### src/rtl/avmm_rd_arbiter_pkg.sv
// Shared types and helpers for the Avalon-MM read arbiter.
// Optional error checking in the top is enabled by defining AVMM_ARB_ERR_CHK_EN.
package avmm_arb_pkg;

  typedef enum logic {
    IDLE  = 1'b0,
    ISSUE = 1'b1
  } arb_state_t;

  // Largest requester count the round-robin helper supports.
  localparam int MAX_REQ = 8;

  // Widths for the default configuration (4 requesters, 4 outstanding).
  localparam int TAG_W = $clog2(4);
  localparam int CNT_W = $clog2(4 + 1);

  // Round-robin pick: first asserted request scanning ptr, ptr+1, ... mod n.
  function automatic logic [2:0] rr_pick(input logic [MAX_REQ-1:0] req,
                                         input logic [2:0]         ptr,
                                         input int                 n);
    logic [2:0] win;
    logic       found;
    int         idx;
    win   = '0;
    found = 1'b0;
    for (int k = 0; k < MAX_REQ; k++) begin
      idx = (int'(ptr) + k) % n;
      if (!found && (k < n) && req[idx]) begin
        win   = 3'(idx);
        found = 1'b1;
      end
    end
    return win;
  endfunction

endpackage

### src/rtl/avmm_rd_arbiter_if.sv
// Requester-side and memory-side Avalon-MM read signals of the arbiter.
interface avmm_rd_arbiter_if #(
  parameter int N_REQ  = 4,
  parameter int ADDR_W = 32,
  parameter int DATA_W = 64
);
  // Handshake: a requester raises req_read with a stable address and keeps
  // both held while its req_waitrequest is 1; the command is taken in the
  // single cycle its req_waitrequest is 0. The memory side uses the same rule
  // with m_read/m_waitrequest. Returns carry no backpressure: a one-cycle
  // readdatavalid strobe delivers readdata, in command issue order.
  logic [N_REQ-1:0]        req_read;
  logic [N_REQ*ADDR_W-1:0] req_address;
  logic [N_REQ-1:0]        req_waitrequest;
  logic [DATA_W-1:0]       req_readdata;
  logic [N_REQ-1:0]        req_readdatavalid;
  logic [ADDR_W-1:0]       m_address;
  logic                    m_read;
  logic [DATA_W-1:0]       m_readdata;
  logic                    m_readdatavalid;
  logic                    m_waitrequest;

  // Arbiter view.
  modport slave (
    input  req_read, req_address, m_readdata, m_readdatavalid, m_waitrequest,
    output req_waitrequest, req_readdata, req_readdatavalid, m_address, m_read
  );

  // Environment view (requesters plus memory).
  modport master (
    output req_read, req_address, m_readdata, m_readdatavalid, m_waitrequest,
    input  req_waitrequest, req_readdata, req_readdatavalid, m_address, m_read
  );
endinterface

### src/rtl/avmm_rd_arbiter_tag_fifo.sv
// Tag FIFO holding the requester index of each outstanding read, first-word
// fall-through. Push and pop in the same cycle are allowed even when full.
module avmm_arb_tag_fifo #(
  parameter int W     = 2,
  parameter int DEPTH = 4
) (
  input  logic         clk,
  input  logic         rst_n,
  input  logic         push,
  input  logic [W-1:0] din,
  input  logic         pop,
  output logic [W-1:0] dout,
  output logic         full,
  output logic         empty
);
  localparam int AW = $clog2(DEPTH);

  logic [W-1:0] mem [DEPTH];
  logic [AW:0]  wr_ptr;
  logic [AW:0]  rd_ptr;
  logic         do_push;
  logic         do_pop;

  assign empty   = (wr_ptr == rd_ptr);
  assign full    = (wr_ptr[AW] != rd_ptr[AW]) && (wr_ptr[AW-1:0] == rd_ptr[AW-1:0]);
  assign do_pop  = pop && !empty;
  assign do_push = push && (!full || do_pop);
  assign dout    = mem[rd_ptr[AW-1:0]];

  // Pointer update; the extra MSB distinguishes full from empty.
  always_ff @(posedge clk or negedge rst_n) begin
    if (!rst_n) begin
      wr_ptr <= '0;
      rd_ptr <= '0;
    end else begin
      if (do_push) wr_ptr <= wr_ptr + (AW+1)'(1);
      if (do_pop)  rd_ptr <= rd_ptr + (AW+1)'(1);
    end
  end

  // Storage write; contents need no reset since empty gates every read.
  always_ff @(posedge clk) begin
    if (do_push) mem[wr_ptr[AW-1:0]] <= din;
  end

endmodule

### src/rtl/avmm_rd_arbiter.sv
// Round-robin arbiter sharing one Avalon-MM read port between N_REQ masters.
// Returns are routed back by a tag FIFO recording the issuing requester.
// Define AVMM_ARB_ERR_CHK_EN to build the sticky protocol-error flag.
module avmm_rd_arbiter
  import avmm_arb_pkg::*;
#(
  parameter int N_REQ   = 4,
  parameter int ADDR_W  = 32,
  parameter int DATA_W  = 64,
  parameter int MAX_OUT = 4
) (
  input  logic                             clk,
  input  logic                             rst_n,
  avmm_rd_arbiter_if.slave                 bus,
  output logic                             busy,
  output logic                             err,
  output arb_state_t                       state_dbg,
  output logic [$clog2(MAX_OUT+1)-1:0]     out_cnt_dbg
);
  localparam int TAG_BITS = (N_REQ > 1) ? $clog2(N_REQ) : 1;
  localparam int CNT_BITS = $clog2(MAX_OUT + 1);

  arb_state_t          state;
  arb_state_t          state_nxt;
  logic [TAG_BITS-1:0] grant_idx;
  logic [TAG_BITS-1:0] rr_ptr;
  logic [TAG_BITS-1:0] winner;
  logic [TAG_BITS-1:0] ret_tag;
  logic [CNT_BITS-1:0] out_cnt;
  logic [ADDR_W-1:0]   m_address_q;
  logic                m_read_q;
  logic                any_req;
  logic                can_issue;
  logic                grant;
  logic                accept;
  logic                ret;
  logic                fifo_full;
  logic                fifo_empty;

  // Round-robin winner among current requests, starting at rr_ptr.
  always_comb begin
    any_req   = |bus.req_read;
    winner    = TAG_BITS'(rr_pick(8'(bus.req_read), 3'(rr_ptr), N_REQ));
    can_issue = (out_cnt < CNT_BITS'(MAX_OUT)) && !fifo_full;
  end

  // State register.
  always_ff @(posedge clk or negedge rst_n) begin
    if (!rst_n) state <= IDLE;
    else        state <= state_nxt;
  end

  // Next state plus grant/accept strobes.
  always_comb begin
    state_nxt = state;
    grant     = 1'b0;
    accept    = 1'b0;
    case (state)
      IDLE: begin
        if (any_req && can_issue) begin
          grant     = 1'b1;
          state_nxt = ISSUE;
        end
      end
      ISSUE: begin
        if (!bus.m_waitrequest) begin
          accept    = 1'b1;
          state_nxt = IDLE;
        end
      end
      default: state_nxt = IDLE;
    endcase
  end

  // Command register: latched on grant, held through memory stalls.
  always_ff @(posedge clk or negedge rst_n) begin
    if (!rst_n) begin
      grant_idx   <= '0;
      rr_ptr      <= '0;
      m_address_q <= '0;
      m_read_q    <= 1'b0;
    end else if (grant) begin
      grant_idx   <= winner;
      m_address_q <= bus.req_address[winner*ADDR_W +: ADDR_W];
      m_read_q    <= 1'b1;
    end else if (accept) begin
      m_read_q <= 1'b0;
      rr_ptr   <= (grant_idx == TAG_BITS'(N_REQ - 1)) ? '0 : grant_idx + TAG_BITS'(1);
    end
  end

  // Outstanding-read counter; accept and return in one cycle cancel.
  always_ff @(posedge clk or negedge rst_n) begin
    if (!rst_n) begin
      out_cnt <= '0;
    end else begin
      case ({accept, ret})
        2'b10:   out_cnt <= out_cnt + CNT_BITS'(1);
        2'b01:   out_cnt <= out_cnt - CNT_BITS'(1);
        default: out_cnt <= out_cnt;
      endcase
    end
  end

  avmm_arb_tag_fifo #(
    .W     (TAG_BITS),
    .DEPTH (MAX_OUT)
  ) u_tag_fifo (
    .clk   (clk),
    .rst_n (rst_n),
    .push  (accept),
    .din   (grant_idx),
    .pop   (ret),
    .dout  (ret_tag),
    .full  (fifo_full),
    .empty (fifo_empty)
  );

  // Return routing and per-requester stall, all combinational.
  always_comb begin
    ret                   = bus.m_readdatavalid && !fifo_empty;
    bus.req_readdatavalid = '0;
    if (ret) bus.req_readdatavalid[ret_tag] = 1'b1;
    for (int i = 0; i < N_REQ; i++) begin
      bus.req_waitrequest[i] = !(accept && (grant_idx == TAG_BITS'(i)));
    end
  end

  assign bus.req_readdata = bus.m_readdata;
  assign bus.m_address    = m_address_q;
  assign bus.m_read       = m_read_q;
  assign busy             = (state == ISSUE) || (out_cnt != '0);
  assign state_dbg        = state;
  assign out_cnt_dbg      = out_cnt;

`ifdef AVMM_ARB_ERR_CHK_EN
  logic err_q;

  // Sticky flag: return with nothing outstanding, or granted requester
  // withdrawing its read before acceptance.
  always_ff @(posedge clk or negedge rst_n) begin
    if (!rst_n) begin
      err_q <= 1'b0;
    end else if ((bus.m_readdatavalid && fifo_empty) ||
                 ((state == ISSUE) && !bus.req_read[grant_idx])) begin
      err_q <= 1'b1;
    end
  end

  assign err = err_q;
`else
  assign err = 1'b0;
`endif

endmodule

### src/flat_wrapper.sv
// flat-port wrapper written by rule: the top's interface ports become plain ports
module avmm_rd_arbiter_flat import avmm_arb_pkg::*;
#(
  parameter int N_REQ   = 4,
  parameter int ADDR_W  = 32,
  parameter int DATA_W  = 64,
  parameter int MAX_OUT = 4
)
  (clk, rst_n, busy, err, state_dbg, out_cnt_dbg, bus_req_read, bus_req_address, bus_m_readdata, bus_m_readdatavalid, bus_m_waitrequest, bus_req_waitrequest, bus_req_readdata, bus_req_readdatavalid, bus_m_address, bus_m_read);
  avmm_rd_arbiter_if #(.N_REQ(N_REQ), .ADDR_W(ADDR_W), .DATA_W(DATA_W)) bus_i ();
  input  logic clk;
  input  logic rst_n;
  output logic busy;
  output logic err;
  output arb_state_t state_dbg;
  output logic [$clog2(MAX_OUT+1)-1:0] out_cnt_dbg;
  input wire logic [$bits(bus_i.req_read)-1:0] bus_req_read;
  input wire logic [$bits(bus_i.req_address)-1:0] bus_req_address;
  input wire logic [$bits(bus_i.m_readdata)-1:0] bus_m_readdata;
  input wire logic [$bits(bus_i.m_readdatavalid)-1:0] bus_m_readdatavalid;
  input wire logic [$bits(bus_i.m_waitrequest)-1:0] bus_m_waitrequest;
  output wire logic [$bits(bus_i.req_waitrequest)-1:0] bus_req_waitrequest;
  output wire logic [$bits(bus_i.req_readdata)-1:0] bus_req_readdata;
  output wire logic [$bits(bus_i.req_readdatavalid)-1:0] bus_req_readdatavalid;
  output wire logic [$bits(bus_i.m_address)-1:0] bus_m_address;
  output wire logic [$bits(bus_i.m_read)-1:0] bus_m_read;
  assign bus_i.req_read = bus_req_read;
  assign bus_i.req_address = bus_req_address;
  assign bus_i.m_readdata = bus_m_readdata;
  assign bus_i.m_readdatavalid = bus_m_readdatavalid;
  assign bus_i.m_waitrequest = bus_m_waitrequest;
  assign bus_req_waitrequest = bus_i.req_waitrequest;
  assign bus_req_readdata = bus_i.req_readdata;
  assign bus_req_readdatavalid = bus_i.req_readdatavalid;
  assign bus_m_address = bus_i.m_address;
  assign bus_m_read = bus_i.m_read;
  avmm_rd_arbiter #(.N_REQ(N_REQ), .ADDR_W(ADDR_W), .DATA_W(DATA_W), .MAX_OUT(MAX_OUT)) u_core (.clk(clk), .rst_n(rst_n), .bus(bus_i), .busy(busy), .err(err), .state_dbg(state_dbg), .out_cnt_dbg(out_cnt_dbg));
endmodule
### config.mk
export PLATFORM = sky130hd
export DESIGN_NAME = avmm_rd_arbiter_flat
export DESIGN_NICKNAME = d
export VERILOG_FILES = /design/src/rtl/avmm_rd_arbiter_pkg.sv /design/src/rtl/avmm_rd_arbiter_if.sv /design/src/rtl/avmm_rd_arbiter_tag_fifo.sv /design/src/rtl/avmm_rd_arbiter.sv /design/src/flat_wrapper.sv
export SDC_FILE = /design/constraint.sdc
export NUM_CORES = 1
export LEC_CHECK = 0
export CAP_MARGIN = 15
export CORE_AREA = 5 5 94 161
export CTS_BUF_LIST = sky130_fd_sc_hd__clkbuf_8 sky130_fd_sc_hd__clkbuf_16
export DETAILED_ROUTE_END_ITERATION = 8
export DIE_AREA = 0 0 99 166
export HOLD_SLACK_MARGIN = 0.08
export PLACE_DENSITY_LB_ADDON = 0.2
export SLEW_MARGIN = 10
export SYNTH_ARGS = -nofsm -noshare
export SYNTH_HDL_FRONTEND = slang
export SYNTH_SLANG_ARGS = --single-unit
### constraint.sdc
create_clock -name clk -period 5.9 [get_ports clk]
set_input_delay 1.18 -clock clk [delete_from_list [all_inputs] [get_ports clk]]
set_output_delay 1.18 -clock clk [all_outputs]
set_load 0.1 [all_outputs]
# Word-level counts from Yosys, hierarchy flattened
# Memories as Yosys holds them, arrays and structs flattened.
# Cells that the tools add are included.
# word_totals
ff_bits	47
out_inout_bits	111
inputBits	200
memories	1
ram_bits	8
# classes
reduce_logical	34
n_mux	33
order_cmp	7
eq_ne	8
shift	1
add_sub_neg	8
bitwise_logic	5
# mem_list
name	depth	width	rd	rd_ports_with_merged_regs	wr	line	text
u_core.u_tag_fifo.mem	4	2	1	0	1	avmm_rd_arbiter_tag_fifo.sv:18	logic [W-1:0] mem [DEPTH];
# ops
op	count
$shiftx A128 B8 Y32	1
$mux W1	20
$lt A3 B5 Y1 const B	3
$logic_and A1 B1 Y1	14
$mux W2	5
$add A3 B1 Y3 const B	3
$bmux W1 S3	3
$logic_not A1 Y1	9
$eq A2 B2 Y1 const B	3
$pmux W3 S2	1
$reduce_or A2 Y1	3
$add A2 B1 Y2 const B	2
$add A2 B2 Y2 const B	2
$eq A2 B1 Y1 const B	2
$lt A2 B4 Y1 const B	1
$mux W4	1
$reduce_bool A2 Y1	2
$reduce_or A4 Y1	1
$and A1 B1 Y1 const A	3
$eq A3 B3 Y1	1
$lt A2 B3 Y1 const B	1
$lt A3 B3 Y1 const B	1
$reduce_bool A3 Y1	1
$sub A3 B1 Y3 const B	1
10 further kinds	12

# Logic depth before layout (Yosys ltp)
# Gate-level depths: netlist of run 1.
# logic_depth
word_depth	15
mapped_depth	9

# By module
# A second synthesis of run 1 with hierarchy kept.
# hier_totals
cells_unflattened	412
hier_area_um2	4124.0
# modules_own_cells
mod	n_inst	cells_each	seq_area_each_um2	area_per_inst_um2
avmm_rd_arbiter	1	367	1026.0	3399.5
avmm_arb_tag_fifo	1	45	390.4	724.4

# Least setup slack after synthesis of run 1
# Ideal clock, no wire load.
# synth_timing
kind	input -> output
startpoint	input bus_m_readdatavalid
endpoint	output bus_req_readdatavalid[1]
path_buffers	0
arrival_time_ns	3.463
path_stages	2
slack_ns	1.257
required_time_ns	4.720
cell_sequence	nand2_1 nor3b_1
# synth_between
elab_chain_cells	2
# synth_lines
element	line	text
start, declared	flat_wrapper.sv:20	input wire logic [$bits(bus_i.m_readdatavalid)-1:0] bus_m_readdatavalid;
$logic_and A1 B1 Y1	avmm_rd_arbiter.sv:121	ret = bus.m_readdatavalid && !fifo_empty;
$mux W4	avmm_rd_arbiter.sv:123	if (ret) bus.req_readdatavalid[ret_tag] = 1'b1;
end, declared	flat_wrapper.sv:24	output wire logic [$bits(bus_i.req_readdatavalid)-1:0] bus_req_readdatavalid;
# No other way between the ends.

# Worst setup path after layout of run 1
# layout_timing
startpoint	input bus_m_readdatavalid
endpoint	output bus_req_readdatavalid[3]
# The elaborated chain is that of the path after synthesis.

==> impl_results.md, run 1 <==
- Post-synthesis cell count: 346
- Met2 wire length: 7470 microns
- Final Hold Vio Count: 0
- Largest area contributor in the netlist: dfrtp_1
- Post-DP Area: 5400 sq um
- Hold_buf cts: 0
- Peak VDD IR: 397 uV
- Simple-Gate Fraction of Synth Area: 0.0755
- Routed Antenna Nets: 0
- Global-route wire length before repair: 19,000 microns
- Total negative slack: 0 ps
- Global-route congestion overflow total: 0
- H-tree Lvls: 2
- Worst Path Max Fanout: 6
- Number of placed instances, taps included: 627
- Diode count: 0
- Die area: 16,400 sq um
- Post-synth ARST share: 0.855
- Setup CP Type: in -> out
- Core area: 13,800 sq um
- Met3 WL: 752 microns
- Synth Register Bits: 55
- Syn Area/Cell: 11.5 sq um
- Slew Viols, Final: 0
- HPWL Detailed: 10,000 microns
- Compound-Gate Fraction of Synth Area: 0.146
- Initial DRC Count: 20
- Residual DRC count: 0
- Post-Place Worst Slack: 1400 ps
- Rel. slew slack: 0.304
- Syn nets: 557
- Post-Synth XOR/XNOR Area: 0.0241
- CP Data Arrival Time: 3320 ps
- CP endpoint kind: output port
- Ports: 311
- Clock transition at the registers of the reported paths: 70 ps
- Synth top cells by count: 69 x buf_4, 64 x mux2i_1, 47 x dfrtp_1, 35 x nor2_1, 31 x a221oi_2
- Synth area leaders: dfrtp_1 29%, mux2i_1 16%, buf_4 13%, a221oi_2 12%, edfxtp_1 6.0%
- Design Area, Final: 5550 sq um
- Vias in the first global route: 3,356
- CTS tree: built
- Main combinational cell family by area after synthesis: multiplexers
- Seq/Total Area, Yosys: 0.355
- RSZ-0062 raised after global routing: no
- Worst EP required: 4720 ps
- Slew @ Worst Pin: 1040 ps
- HP Class: reg -> reg
- Area share of the largest cell type after synthesis: 0.295
- All-Layer GR Usage: 0.150
- Avg WL per Cell: 19.8 microns
- Non-Filler Instances: 635
- Outcome: finished, final reports clean
- Share of layout cells above drive strength 1: 0.120
- PortBufs: 181
- Post-CTS setup buffer count: 0
- Drt total wl: 12,600 microns
- Most frequent cell after synthesis: buf_4
- Fin nets: 668
- Chip height: 166 microns
- Leakage: 0.00234 uW
- Yosys warns: 0
- EDFF count, synth: 8
- Post-CTS Resized: 0
- CTS Buffer Depth: 2
- Clock latency on the worst-skew pair: 300 ps
- Routed via count: 2,970
- DR top layer: met4
- Final Hold Slack: 484 ps
- Post-Syn Area: 3990 sq um
- Chip width: 99 microns
- Initial Utilization: 0.290
- Initial antenna violation count: 0
- Layout Skew: 7.50 ps
- CTS Buf Count: 5
- Number of cell rows: 57
- Max-cap violations: 0
- Library cells used by synthesis: 43
- P&R area growth vs syn: 39.0%
- Via density: 4.68
- Largest net degree at the start of global routing: 48
- Final Wtd Congestion: 0.703
- Final worst setup slack: 1400 ps
- Met1 WL: 3700 microns
- Clock Sinks: 55
- First-pass detailed-route iteration total: 4
- PD cells: 631 nW/um^2
- Synth Flop Type: dfrtp_1
- Final-report setup violation count: 0
- Mux cell area share after synthesis: 0.184
- Clock root buffer: clkbuf_16
- Post-layout min period: 4500 ps
- Tcrit/Tclk final: 0.762
- Peak Freq: 222 MHz
- CP Launch Type: primary input
- Area share of fa/ha/maj cells after synthesis: 0.0364
## logic make-up (layout without fill, tap and decap cells)
logic type,count (synthesis),count (layout)
buf+inv,90,202
mux,70,70
simple gates,65,65
flops,55,55
compound gates,43,43
fa+ha+maj,11,11
xor+xnor,11,11
other cells,1,1
## flip-flops by register name (all words and copies together), names as in the netlist
name / cells
u_core.grant_idx: 2
u_core.u_tag_fifo.mem: 8
u_core.u_tag_fifo.wr_ptr: 3
u_core.out_cnt_dbg: 3
u_core.rr_ptr: 2
u_core.state_dbg: 1
u_core.u_tag_fifo.rd_ptr: 3
u_core.bus.m_read: 1
u_core.bus.m_address: 32
## cell usage in the layout, fill, tap and decap left out, types with 2 or more instances in the layout
cell type	synthesis	final
mux2_2	3	3
inv_1	8	8
a221oi_2	31	31
and2_1	4	4
ha_1	10	10
nor2_1	35	35
xor2_1	4	4
edfxtp_1	8	8
nor2b_1	2	2
dfrtp_1	47	47
mux2i_1	64	64
clkdlybuf4s50_1	0	180
xnor2_1	7	7
clkbuf_16	0	5
nand2_1	13	13
a21o_1	2	2
buf_4	69	5
inv_6	0	2
## cell type report
class                      count  area [sq um]
sequential                    55          1420
clock buffer                   5           125
fill                        1340          8220
multi-input combinational    201          1890
inverter                       8          30.0
timing repair buffer         186          1840
tap                          177           221
clock inverter                 3          22.5
## stage by stage
step / total power [uW] / util
floorplan: 2860 / -
global placement: 3210 / 0.392
detailed placement: 3250 / 0.392
CTS: 3570 / 0.403
global route: 3690 / 0.403
finish: 3500 / 0.403
## final timing paths
path,slack (ps),to,start,cells past startpoint
setup / recovery,1400,bus_req_readdatavalid[3],bus_m_readdatavalid,5
hold / removal,480,u_core.bus.m_read,u_core.bus.m_read,1
setup reg to reg,2940,u_core.bus.m_address[30],u_core.state_dbg,5
hold reg to reg,480,u_core.bus.m_read,u_core.bus.m_read,1
max in group asynchronous,4480,u_core.grant_idx[1],rst_n,2
min in group asynchronous,970,u_core.bus.m_address[24],rst_n,2
## where the power goes
group          switching (uW)  internal [uW]
sequential                140            572
clock                     148            160
combinational            1720            763
total                    2010           1490
## routing by layer
| layer | track usage | vias up |
|---|---|---|
| met5 | 0 | - |
| met4 | 0.0856 | 0 |
| met3 | 0.0286 | 71 |
| met2 | 0.301 | 99 |
| met1 | 0.132 | 1404 |
| li1 | - | 1396 |
## worst max-delay path, stage by stage
cell and delay, ps:
clkdlybuf4s50_1 500, nand2_1 130, inv_1 190, and3_1 180, clkdlybuf4s50_1 1130
Note: power is estimated with default switching activity, not from simulation.
==> run 2, diff against run 1 <==
==> constraint.sdc (replaced) <==
create_clock -name clk -period 4.08 [get_ports clk]
set_input_delay 0.816 -clock clk [delete_from_list [all_inputs] [get_ports clk]]
set_output_delay 0.816 -clock clk [all_outputs]
set_load 0.1 [all_outputs]
==> run 2 against run 1 <==
Against the previous run: combinational power up 45%; first-iteration DRC count increased to 2.9 times the previous value; worst hold slack gained 25 ps; critical path type is now reg -> out; clock-buffer cell count unchanged; sequential share of layout area shrank 0.17 points; global-route usage grew 0.71 points; wire length increased by 5.9%; cell count up 0.31%; design area up 0.68%; via count is 0.44% lower; core utilization rose by 0.27 points.
==> impl_results.md, run 2 (synthesis gave the netlist of run 1 again) <==
- Core area: 13,800 sq um (unchanged)
- Ports: 311 (unchanged)
- Design Area, Final: 5590 sq um (was 5550 sq um)
- Share of layout cells above drive strength 1: 0.143 (was 0.120)
- Global-route congestion overflow total: 0 (unchanged)
- Tcrit/Tclk final: 0.779
- Peak Freq: 315 MHz
- CTS tree: built (unchanged)
- Worst EP required: 3260 ps (was 4720 ps)
- Residual DRC count: 0 (unchanged)
- Post-Place Worst Slack: 954 ps (was 1400 ps)
- Clock root buffer: clkbuf_16 (unchanged)
- Final worst setup slack: 901 ps (was 1400 ps)
- Chip width: 99 microns (unchanged)
- Leakage: 0.00237 uW (was 0.00234 uW)
- HP Class: reg -> reg (unchanged)
- Post-CTS setup buffer count: 0 (unchanged)
- Die area: 16,400 sq um (unchanged)
- Number of placed instances, taps included: 629 (was 627)
- Filler instances: 1,361 (was 1,340)
- CTS Buf Count: 5 (unchanged)
- Slew @ Worst Pin: 1040 ps (about the same)
- CP Launch Type: flip-flop (was primary input)
- RSZ-0062 raised after global routing: no (unchanged)
- H-tree Lvls: 2 (unchanged)
- Clock Sinks: 55 (unchanged)
- Footprint of the multi-input gates: 1890 sq um (about the same)
- Largest net degree at the start of global routing: 40 (was 48)
- Post-layout min period: 3180 ps
- Final Wtd Congestion: 0.829 (was 0.703)
- CP endpoint kind: output port (unchanged)
- Rel. slew slack: 0.304 (about the same)
- PD cells: 923 nW/um^2 (was 631 nW/um^2)
- Crit path max-delay family: buffers and inverters (unchanged)
- Crit-path slowest cell: clkdlybuf4s50_1 (unchanged)
- All-Layer GR Usage: 0.157 (was 0.150)
- CP bufs+invs: 1 (was 3)
- Drt total wl: 13,300 microns (was 12,600 microns)
- Global-route wire length before repair: 19,600 microns (was 19,000 microns)
- Post-CTS Resized: 0 (unchanged)
- Slew Viols, Final: 0 (unchanged)
- First-pass detailed-route iteration total: 4 (unchanged)
- Max FFs per register: 32 (unchanged)
- Final-report setup violation count: 0 (unchanged)
- Max-cap violations: 0 (unchanged)
- Via density: 4.64 (was 4.68)
- Initial DRC Count: 58 (was 20)
- Final Hold Vio Count: 0 (unchanged)
- Clock transition at the registers of the reported paths: 80 ps (was 70 ps)
- Worst Path Max Fanout: 4 (was 6)
- Avg WL per Cell: 20.9 microns (was 19.8 microns)
- Vias in the first global route: 3,346 (was 3,356)
- Number of cell rows: 57 (unchanged)
- Fin nets: 670 (was 668)
- Most frequent cells in the layout: 172 x clkdlybuf4s50_1, 64 x mux2i_1, 47 x dfrtp_1 (was 180 x clkdlybuf4s50_1, 64 x mux2i_1, 47 x dfrtp_1)
- Initial antenna violation count: 0 (unchanged)
- Seq. cell area: 1420 sq um (unchanged)
- Max stage delay on crit path: 980 ps (was 1130 ps)
- Diode count: 0 (unchanged)
- Initial Utilization: 0.290 (unchanged)
- Clock latency on the worst-skew pair: 290 ps (was 300 ps)
- HPWL Detailed: 10,800 microns (was 10,000 microns)
- Layout Skew: 7.54 ps (was 7.50 ps)
- Chip height: 166 microns (unchanged)
- Peak VDD IR: 524 uV (was 397 uV)
- PortBufs: 181 (unchanged)
- Commonest non-fill, non-tap cell in the layout: clkdlybuf4s50_1 (unchanged)
- Routed via count: 2,957 (was 2,970)
- Total negative slack: 0 ps (unchanged)
- CTS Buffer Depth: 2 (unchanged)
- Post-DP Area: 5410 sq um (was 5400 sq um)
- CP Data Arrival Time: 2360 ps (was 3320 ps)
- Outcome: finished, final reports clean (unchanged)
- Setup CP Type: reg -> out (was in -> out)
- Routed Antenna Nets: 0 (unchanged)
- Hold_buf cts: 0 (unchanged)
- Non-Filler Instances: 637 (was 635)
- P&R area growth vs syn: 39.9% (was 39.0%)
- Worst-path cell chain: or2_2 -> or3_1 -> clkdlybuf4s50_1 (was clkdlybuf4s50_1 -> nand2_1 -> inv_1 -> and3_1 -> clkdlybuf4s50_1)
run 2: final timing paths:
kind	start	endpoint	slack (ps)	cells after the start
setup / recovery	u_core.state_dbg	busy	900	3
hold / removal	u_core.out_cnt_dbg[2]	u_core.out_cnt_dbg[2]	510	1
setup reg to reg	u_core.state_dbg	u_core.bus.m_address[18]	1680	6
hold reg to reg	u_core.out_cnt_dbg[2]	u_core.out_cnt_dbg[2]	510	1
max in group asynchronous	rst_n	u_core.bus.m_address[4]	2720	2
min in group asynchronous	rst_n	u_core.bus.m_address[24]	650	1
run 2: per-stage QoR:
step | hold WS (ps) | util | power (uW)
2_1_floorplan | 498 | - | 4130
3_3_place_gp | 493 | 0.393 | 4660
3_5_place_dp | 492 | 0.393 | 4710
4_1_cts | 514 | 0.406 | 5240
5_1_grt | 547 | 0.406 | 5410
6_report | 509 | 0.406 | 5150
run 2: per-layer routing:
| layer | up-vias | GRT usage | part of all wire |
|---|---|---|---|
| met3 | 54 | 0.0273 | 0.053 |
| met4 | 0 | 0.0939 | 0.060 |
| met5 | - | 0 | 0 |
| met2 | 89 | 0.320 | 0.58 |
| li1 | 1402 | - | - |
| met1 | 1412 | 0.133 | 0.30 |
run 2: power breakdown:
part / internal (uW) / total (uW) / leakage (uW) / switching (uW)
combinational: 1120 / 3600 / 0.00168 / 2490
sequential: 827 / 1040 / 0.000601 / 213
clock: 294 / 511 / 0.0000844 / 217
total: 2240 / 5150 / 0.00237 / 2920
run 2: layout make-up:
| cell class | count | share of cell area |
|---|---|---|
| flip-flops and latches | 55 | 0.254 |
| multi-input cells | 201 | 0.339 |
| clock buffers | 5 | 0.0224 |
| inverters | 8 | 0.00538 |
| clock inverters | 3 | 0.00851 |
| repair buffers | 188 | 0.332 |
| well taps | 177 | 0.0397 |
run 2: worst register-to-register path, cell delays in order (launching register included):
cell      delay, ps
dfrtp_1         420
or2_2           360
a311oi_4        330
buf_4           350
nor3b_4         250
buf_4           400
a221oi_2        130
